$ cat src/rtl/pll_reconfig_seq.sv
`default_nettype none
// ============================================================================
// Module      : pll_reconfig_seq
// Description : PLL DRP reconfiguration sequencer. Holds the PLL in reset,
//               walks NREG ROM entries of the selected profile, and does a
//               masked read-modify-write of each DRP register. It then
//               releases the PLL reset and waits for lock. Each wait is
//               bounded by a timeout that sets a sticky error flag.
// Revision    : 1.0 - initial release
// ============================================================================
module pll_reconfig_seq #(
    parameter int NREG     = 23,
    parameter int DRDY_TMO = 63,
    parameter int LOCK_TMO = 65535
) (
    input  logic        CLK,
    input  logic        RSTX,
    input  logic [3:0]  SADDR,
    input  logic        SEN,
    output logic        BUSY,
    output logic        SRDY,
    output logic        ERR,
    output logic [8:0]  ROM_ADDR,
    input  logic [36:0] ROM_DATA,
    output logic [4:0]  DADDR,
    output logic [15:0] DI,
    input  logic [15:0] DO,
    output logic        DEN,
    output logic        DWE,
    input  logic        DRDY,
    output logic        RST_PLL,
    input  logic        LOCKED
);

    // Counter widths and terminal counts. Each counter holds "cycles already
    // waited" and reaches its terminal value on the last allowed cycle.
    localparam int c_DW = (DRDY_TMO > 1) ? $clog2(DRDY_TMO) : 1;
    localparam int c_LW = (LOCK_TMO > 1) ? $clog2(LOCK_TMO) : 1;
    localparam logic [c_DW-1:0] c_DRDY_LAST = c_DW'(DRDY_TMO - 1);
    localparam logic [c_LW-1:0] c_LOCK_LAST = c_LW'(LOCK_TMO - 1);
    localparam logic [4:0]      c_IDX_LAST  = 5'(NREG - 1);

    typedef enum logic [3:0] {
        IDLE  = 4'd0,
        RST   = 4'd1,
        FETCH = 4'd2,
        RD    = 4'd3,
        RDW   = 4'd4,
        WR    = 4'd5,
        WRW   = 4'd6,
        NEXT  = 4'd7,
        REL   = 4'd8,
        LOCK  = 4'd9,
        DONE  = 4'd10
    } state_t;

    state_t            r_state;
    state_t            w_state_nxt;
    logic [3:0]        r_profile;
    logic [4:0]        r_index;
    logic              r_fetch_ph;
    logic [4:0]        r_daddr;
    logic [15:0]       r_mask;
    logic [15:0]       r_bits;
    logic [15:0]       r_di;
    logic              r_err;
    logic [c_DW-1:0]   r_dcnt;
    logic [c_LW-1:0]   r_lcnt;
    logic              w_drdy_last;
    logic              w_lock_last;

    assign w_drdy_last = (r_dcnt == c_DRDY_LAST);
    assign w_lock_last = (r_lcnt == c_LOCK_LAST);

    // The ROM address always follows the latched profile and current index
    assign ROM_ADDR = {r_profile, r_index};
    assign DADDR    = r_daddr;
    assign DI       = r_di;
    assign ERR      = r_err;

    // State register; an asynchronous reset aborts any sequence immediately
    always_ff @(posedge CLK or negedge RSTX) begin
        if (!RSTX) begin
            r_state <= IDLE;
        end else begin
            r_state <= w_state_nxt;
        end
    end

    // Next-state decode and state-derived outputs
    always_comb begin
        w_state_nxt = r_state;
        BUSY        = 1'b1;
        SRDY        = 1'b0;
        DEN         = 1'b0;
        DWE         = 1'b0;
        RST_PLL     = 1'b0;
        case (r_state)
            IDLE: begin
                BUSY = 1'b0;
                if (SEN) begin
                    w_state_nxt = RST;
                end
            end
            RST: begin
                RST_PLL     = 1'b1;
                w_state_nxt = FETCH;
            end
            FETCH: begin
                // first phase presents the address, second captures the data
                RST_PLL = 1'b1;
                if (r_fetch_ph) begin
                    w_state_nxt = RD;
                end
            end
            RD: begin
                RST_PLL     = 1'b1;
                DEN         = 1'b1;
                w_state_nxt = RDW;
            end
            RDW: begin
                RST_PLL = 1'b1;
                if (DRDY) begin
                    w_state_nxt = WR;
                end else if (w_drdy_last) begin
                    w_state_nxt = DONE;
                end
            end
            WR: begin
                RST_PLL     = 1'b1;
                DEN         = 1'b1;
                DWE         = 1'b1;
                w_state_nxt = WRW;
            end
            WRW: begin
                RST_PLL = 1'b1;
                if (DRDY) begin
                    w_state_nxt = NEXT;
                end else if (w_drdy_last) begin
                    w_state_nxt = DONE;
                end
            end
            NEXT: begin
                RST_PLL     = 1'b1;
                w_state_nxt = (r_index == c_IDX_LAST) ? REL : FETCH;
            end
            REL: begin
                w_state_nxt = LOCK;
            end
            LOCK: begin
                if (LOCKED || w_lock_last) begin
                    w_state_nxt = DONE;
                end
            end
            DONE: begin
                SRDY        = 1'b1;
                w_state_nxt = IDLE;
            end
            default: begin
                BUSY        = 1'b0;
                w_state_nxt = IDLE;
            end
        endcase
    end

    // Datapath: profile/index, ROM entry capture, RMW data, timeouts, error flag
    always_ff @(posedge CLK or negedge RSTX) begin
        if (!RSTX) begin
            r_profile  <= 4'd0;
            r_index    <= 5'd0;
            r_fetch_ph <= 1'b0;
            r_daddr    <= 5'd0;
            r_mask     <= 16'd0;
            r_bits     <= 16'd0;
            r_di       <= 16'd0;
            r_err      <= 1'b0;
            r_dcnt     <= '0;
            r_lcnt     <= '0;
        end else begin
            case (r_state)
                IDLE: begin
                    if (SEN) begin
                        r_profile  <= SADDR;
                        r_index    <= 5'd0;
                        r_fetch_ph <= 1'b0;
                        r_err      <= 1'b0;
                    end
                end
                FETCH: begin
                    r_fetch_ph <= ~r_fetch_ph;
                    if (r_fetch_ph) begin
                        r_daddr <= ROM_DATA[36:32];
                        r_mask  <= ROM_DATA[31:16];
                        r_bits  <= ROM_DATA[15:0];
                    end
                end
                RD, WR: begin
                    r_dcnt <= '0;
                end
                RDW: begin
                    // mask bits keep the live register value, the rest come from the ROM
                    if (DRDY) begin
                        r_di <= (DO & r_mask) | (r_bits & ~r_mask);
                    end else if (w_drdy_last) begin
                        r_err <= 1'b1;
                    end else begin
                        r_dcnt <= r_dcnt + 1'b1;
                    end
                end
                WRW: begin
                    if (!DRDY) begin
                        if (w_drdy_last) begin
                            r_err <= 1'b1;
                        end else begin
                            r_dcnt <= r_dcnt + 1'b1;
                        end
                    end
                end
                NEXT: begin
                    if (r_index != c_IDX_LAST) begin
                        r_index <= r_index + 5'd1;
                    end
                end
                REL: begin
                    r_lcnt <= '0;
                end
                LOCK: begin
                    if (!LOCKED) begin
                        if (w_lock_last) begin
                            r_err <= 1'b1;
                        end else begin
                            r_lcnt <= r_lcnt + 1'b1;
                        end
                    end
                end
                default: begin
                end
            endcase
        end
    end

endmodule
`default_nettype wire

$ cat config.mk
export PLATFORM = sky130hd
export DESIGN_NAME = pll_reconfig_seq
export DESIGN_NICKNAME = d
export VERILOG_FILES = /design/src/rtl/pll_reconfig_seq.sv
export SDC_FILE = /design/constraint.sdc
export NUM_CORES = 1
export LEC_CHECK = 0
export ABC_AREA = 1
export CORE_ASPECT_RATIO = 0.7
export CORE_MARGIN = 8
export CORE_UTILIZATION = 45
export CTS_CLUSTER_SIZE = 14
export DETAILED_ROUTE_END_ITERATION = 8
export GPL_TIMING_DRIVEN = 0
export PLACE_DENSITY = 0.8
export SLEW_MARGIN = 30
export SYNTH_ARGS = -nofsm -noshare
export SYNTH_HDL_FRONTEND = slang
export SYNTH_SLANG_ARGS = --single-unit
$ cat constraint.sdc
create_clock -name CLK -period 2.5 [get_ports CLK]
set_clock_uncertainty 0.2 [all_clocks]
set_input_delay 0.25 -clock CLK [delete_from_list [all_inputs] [get_ports CLK]]
set_output_delay 0.25 -clock CLK [all_outputs]
set_load 0.02 [all_outputs]
# [After elaboration in Yosys (flattened, before gate mapping)]
# Cells that the tools add are included.
# W data, S select, Z words.
[word_totals] reg_bits=90 inputBits=62 output_inout_bits=36 elab_cells=92
[op_classes] add_sub_neg=3 eq_ne=24 muxes=29 bitwise=5 reduce_logical=20
[op_table] op="$pmux W4 S10" count=1
[op_table] op="$and A16 B16 Y16" count=2
[op_table] op="$mux W16" count=2
[op_table] op="$pmux W16 S2" count=1
[op_table] op="$mux W4" count=7
[op_table] op="$ne A2 B2 Y1 const B" count=9
[op_table] op="$add A16 B1 Y16 const B" count=1
[op_table] op="$eq A16 B16 Y1 const B" count=1
[op_table] op="$eq A4 B3 Y1 const B" count=4
[op_table] op="$not A16 Y16" count=1
[op_table] op="$or A16 B16 Y16" count=1
[op_table] op="$eq A4 B4 Y1 const B" count=3
[op_table] op="$mux W6" count=2
[op_table] op="$pmux W6 S2" count=1
[op_table] op="$reduce_and A3 Y1" count=4
[op_table] op="$mux W1" count=10
[op_table] op="$mux W5" count=2
[op_table] op="$pmux W5 S2" count=1
[op_table] op="$reduce_or A10 Y1" count=1
[op_table] op="$eq A4 B2 Y1 const B" count=2
[op_table] op="$reduce_and A2 Y1" count=4
[op_table] op="$reduce_bool A2 Y1" count=4
[op_table] op="$reduce_or A7 Y1" count=1
[op_table] op="$add A6 B1 Y6 const B" count=1
[op_table] op="14 further kinds" count=15

# [Logic depth before layout (Yosys ltp)]
[logic_depth] depth_word=4 mapped_depth=10 mapped_depth_nobuf=10

# [Worst setup path before layout]
# OpenSTA, ideal clock, no wires.
[synth_path] path_type="flip-flop to flip-flop" start="register r_state[3]" end="register r_dcnt[4]" setup_time_ps=76 arrival_ps=1545 t_required_ps=2224 slack_ps=679 path_stages_with_launch=8 path_buffers=0 synth_period_minus_slack_ps=1821 cell_sequence="dfrtp_1 -> inv_2 -> nand2_1 -> o21ai_1 -> nor2_1 -> nor2_2 -> nand3_1 -> o21ai_1"
[synth_between] elab_chain_cells=4 word_cells_on_any_way=11 cone_classes="eq/ne: 6; mux: 1; reduce/logical: 4"
[synth_lines] element="start: declaration" line="57" source="state_t r_state;"
[synth_lines] element="start signal: assignment" line="86" source="r_state <= w_state_nxt;"
[synth_lines] element="$eq A4 B3 Y1 / $eq A4 B2 Y1 (equally long branches)" line="180" source="case (r_state)"
[synth_lines] element="$reduce_or A2 Y1 (no source line)"
[synth_lines] element="$ne A2 B2 Y1 (no source line) / $reduce_bool A2 Y1 (equally long branches)"
[synth_lines] element="$reduce_and A3 Y1 (no source line)"
[synth_lines] element="end signal: assignment" line="207" source="r_dcnt <= r_dcnt + 1'b1;"
[synth_lines] element="end signal: assignment" line="215" source="r_dcnt <= r_dcnt + 1'b1;"
[synth_lines] element="end: declaration" line="67" source="logic [c_DW-1:0] r_dcnt;"
# Several ways; a longest one is shown, not always the timed one.
# A chain may end at the register's enable or synchronous reset.

# [Worst setup path after layout]
[layout_path] start="register r_state[3]" end="output port SRDY"
[layout_between] elab_chain_cells=2
[layout_lines] element="$eq A4 B4 Y1" line="98" source="case (r_state)"
[layout_lines] element="$mux W1" line="98"
[layout_lines] element="end: declaration" line="21" source="output logic SRDY,"
# Every way passes these cells.

==> results.yml <==
run_status:
  status: "completed"
sta:
  tightest_slew_ns: 0.497
  final.period_utilization: 0.951
  final_hold_viol_count: 0
  finalCriticalPeriod_ns: 2.38
  setup_viol: 0
  rsz0062_at_grt: "no"
  number_of_slew_limit_violations_in_the_final_report: 0
  hold_slack_ns: 0.135
  fmax_ghz: 0.421
  slew_headroom: 0.669
hold_path:
  timing.hold.worst.class: "primary input to async pin"
synthesis:
  mappedNetlistArea_sq_um: 4550
  yosysWarningCount: 0
  asyncSetResetFlopFracSynth: 1.00
  ys.flop_type: "sky130_fd_sc_hd__dfrtp_1"
  yosysSeqAreaShare: 0.495
  syn_nets: 622
  syn_avg_cell_area_sq_um: 8.21
  synth_edf_count: 0
  ys_seq_elements: 90
  syn_inst: 554
  synthDistinctLibCells: 35
global_route:
  track_usage: 0.180
  grt_max_degree: 66
  overflow: 0
  first_global_vias: 3859
  grt_first_pass_wirelength_mm: 19.4
  initial_antenna_violation_count: 0
cells_and_area:
  drive_above_1_share: 0.0852
  area.growth.synth_to_final_pct: 32.6
  finish.cell_count_without_fillers: 797
  antenna_cells: 0
  finalCoreUtilization: 0.618
  fillerInstances: 799
  finish.net_count: 732
clock_tree:
  clock_pin_slew_reported_for_the_worst_setup_and_hold_paths_after_clock_tree_synthesis_ns: 0.07
  htreeDepth: 3
  tritoncts: "built"
  numCtsBuffers: 9
  cts_setup_buffers: 0
  clock-sinks: 90
  clock_insertion_delay_worst_skew_ns: 0.35
  clk_path_buf_depth: 2
  clockRootBuffer: "sky130_fd_sc_hd__clkbuf_16"
pwr:
  ir_drop_v: 0.000674
  totalPowerFinal_mw: 6.25
  power.leakage_nw: 2.79
  areal_power_density_over_the_cells_nw_per_um2: 1040
route:
  vias: 4035
  detailedRoute.firstPassIterationCount: 5
  vias_per_cell: 5.06
  totalWireLength_mm: 11.9
  number_of_violations_reported_at_the_end_of_detailed_routing_iteration_0: 319
  route.detailed.wl_per_inst_microns: 14.9
  drtAntennaViolNets: 0
  drt_drc_violations_left: 0
floorplanning:
  floorplan.initialDensity: 0.466
  core-area_sq_um: 9760
  rows: 30
  die_height_microns: 100
  design.die.area_sq_um: 13600
  die-width_microns: 136
  io_pins: 98
critical_path:
  critical_path_peak_fanout: 7
  worstSetupEndpointType: "output port"
  cpMostUsedCell: "sky130_fd_sc_hd__inv_2"
  cp_top_family: "buffers and inverters"
  path_class: "register to output port"
  cp_data_required_time_ns: 2.05
  crit_arrival_ns: 1.93
  slowest_stage: "sky130_fd_sc_hd__clkdlybuf4s50_1"
  timing.critical_path.slowest_cell_delay_ns: 0.63
  startpoint_type: "register"
  crit_chain: "inv_2, nor2_2, inv_2, nor2_1, clkdlybuf4s50_1"
  critical_path.n_buffers_inverters: 3
  reg2reg_slack_ns: 0.46
placement:
  post-dp-hpwl_mm: 9.12
  gpl.final_weighted_congestion: 0.903
  place.detailed.instances: 780
  place.port_buffers: 97
flow_run:
  maxCapViolCount: 0
## synth_stat cells (all sizes together), types with 2 or more instances
cell type | number | share of area
nand2 | 154 | 0.13
dfrtp | 90 | 0.50
nor2 | 70 | 0.066
o21ai | 58 | 0.064
inv | 54 | 0.045
nand3 | 42 | 0.051
mux2 | 21 | 0.052
a21oi | 19 | 0.021
buf | 12 | 0.018
nand4 | 7 | 0.0096
xor2 | 7 | 0.013
ha | 6 | 0.017
or2 | 3 | 0.0041
a211oi | 2 | 0.0033
clkbuf | 2 | 0.0017
## what timing repair did
item                                   CTS  global route
hold buffers                             1             0
resized for setup                        0             2
endpoints found under the hold margin   90             0
setup endpoints to repair                0             2
## cells in the final DEF (no fill, tap or decap), types with 2 or more instances in the layout
cell / n
sky130_fd_sc_hd__mux2_1: 17
sky130_fd_sc_hd__nand2_2: 3
sky130_fd_sc_hd__nor2_2: 6
sky130_fd_sc_hd__dlymetal6s2s_1: 2
sky130_fd_sc_hd__nand3_2: 2
sky130_fd_sc_hd__inv_6: 2
sky130_fd_sc_hd__dfrtp_1: 90
sky130_fd_sc_hd__xor2_1: 7
sky130_fd_sc_hd__ha_1: 6
sky130_fd_sc_hd__a211oi_1: 2
sky130_fd_sc_hd__mux2_2: 4
sky130_fd_sc_hd__nor2_1: 62
sky130_fd_sc_hd__inv_1: 46
sky130_fd_sc_hd__nand2_1: 151
sky130_fd_sc_hd__buf_4: 2
sky130_fd_sc_hd__o21ai_1: 27
sky130_fd_sc_hd__clkbuf_16: 9
sky130_fd_sc_hd__nand4_1: 7
sky130_fd_sc_hd__o21ai_0: 31
sky130_fd_sc_hd__clkdlybuf4s50_1: 94
sky130_fd_sc_hd__inv_2: 8
sky130_fd_sc_hd__or2_2: 2
sky130_fd_sc_hd__clkbuf_1: 2
sky130_fd_sc_hd__clkinv_4: 2
sky130_fd_sc_hd__nand3_1: 39
sky130_fd_sc_hd__a21oi_1: 19
sky130_fd_sc_hd__buf_2: 6
sky130_fd_sc_hd__buf_6: 4
## cell families after synthesis
| group | count (synthesis) | synth area share |
|---|---|---|
| AO/OA/AOI/OAI | 82 | 0.0927 |
| AND/OR/NAND/NOR | 278 | 0.263 |
| multiplexers | 21 | 0.0520 |
| flip-flops | 90 | 0.495 |
| adder cells (fa/ha/maj) | 6 | 0.0165 |
| buffers and inverters | 69 | 0.0652 |
| XOR/XNOR | 8 | 0.0154 |
## layout make-up
| class | count | area [sq um] | share of cell area |
|---|---|---|---|
| well taps | 128 | 160 | 0.0266 |
| repair buffers | 99 | 1010 | 0.168 |
| inverters | 55 | 206 | 0.0342 |
| flip-flops and latches | 90 | 2250 | 0.373 |
| plain buffers | 14 | 90.1 | 0.0149 |
| multi-input cells | 395 | 2000 | 0.331 |
| clock inverters | 7 | 83.8 | 0.0139 |
| clock buffers | 9 | 225 | 0.0373 |
## power breakdown
group	switching (mW)	total, mW	internal, mW
clock	0.609	1.40	0.792
sequential	0.333	2.34	2.01
combinational	1.44	2.51	1.06
total	2.39	6.25	3.86
## final timing paths
check | cells after the start | end | from
setup / recovery | 5 | SRDY | r_state[3]
hold / removal | 2 | r_mask[3] | RSTX
setup reg to reg | 6 | r_mask[5] | r_state[3]
hold reg to reg | 2 | r_profile[1] | r_profile[1]
max in group asynchronous | 3 | r_index[3] | RSTX
min in group CLK | 3 | r_profile[0] | SADDR[0]
## metal layers
| metal | part of all wire | up-vias | track usage |
|---|---|---|---|
| li1 | - | 2003 | - |
| met1 | 0.47 | 1886 | 0.250 |
| met2 | 0.45 | 136 | 0.265 |
| met3 | 0.072 | 10 | 0.0524 |
| met4 | 0.013 | 0 | 0.0530 |
| met5 | 0 | - | 0 |
## through the flow
step	TNS, ns	setup slack, ns	instance area (sq um)
CTS	0	0.0144	6030
global route	0	0.0437	6030
global placement	-208.47	-2.32	5680
finish	0	0.122	6030
floorplan	0	0.679	4550
detailed placement	0	0.415	5710
## registers in the layout, summed over array words and instances (netlist names)
name and cells:
DI 16, r_dcnt 6, r_bits 16, ERR 1, r_profile 4, r_mask 16
r_state 4, r_fetch_ph 1, r_index 5, DADDR 5, r_lcnt 16
Power figures use the tool's default switching activity.
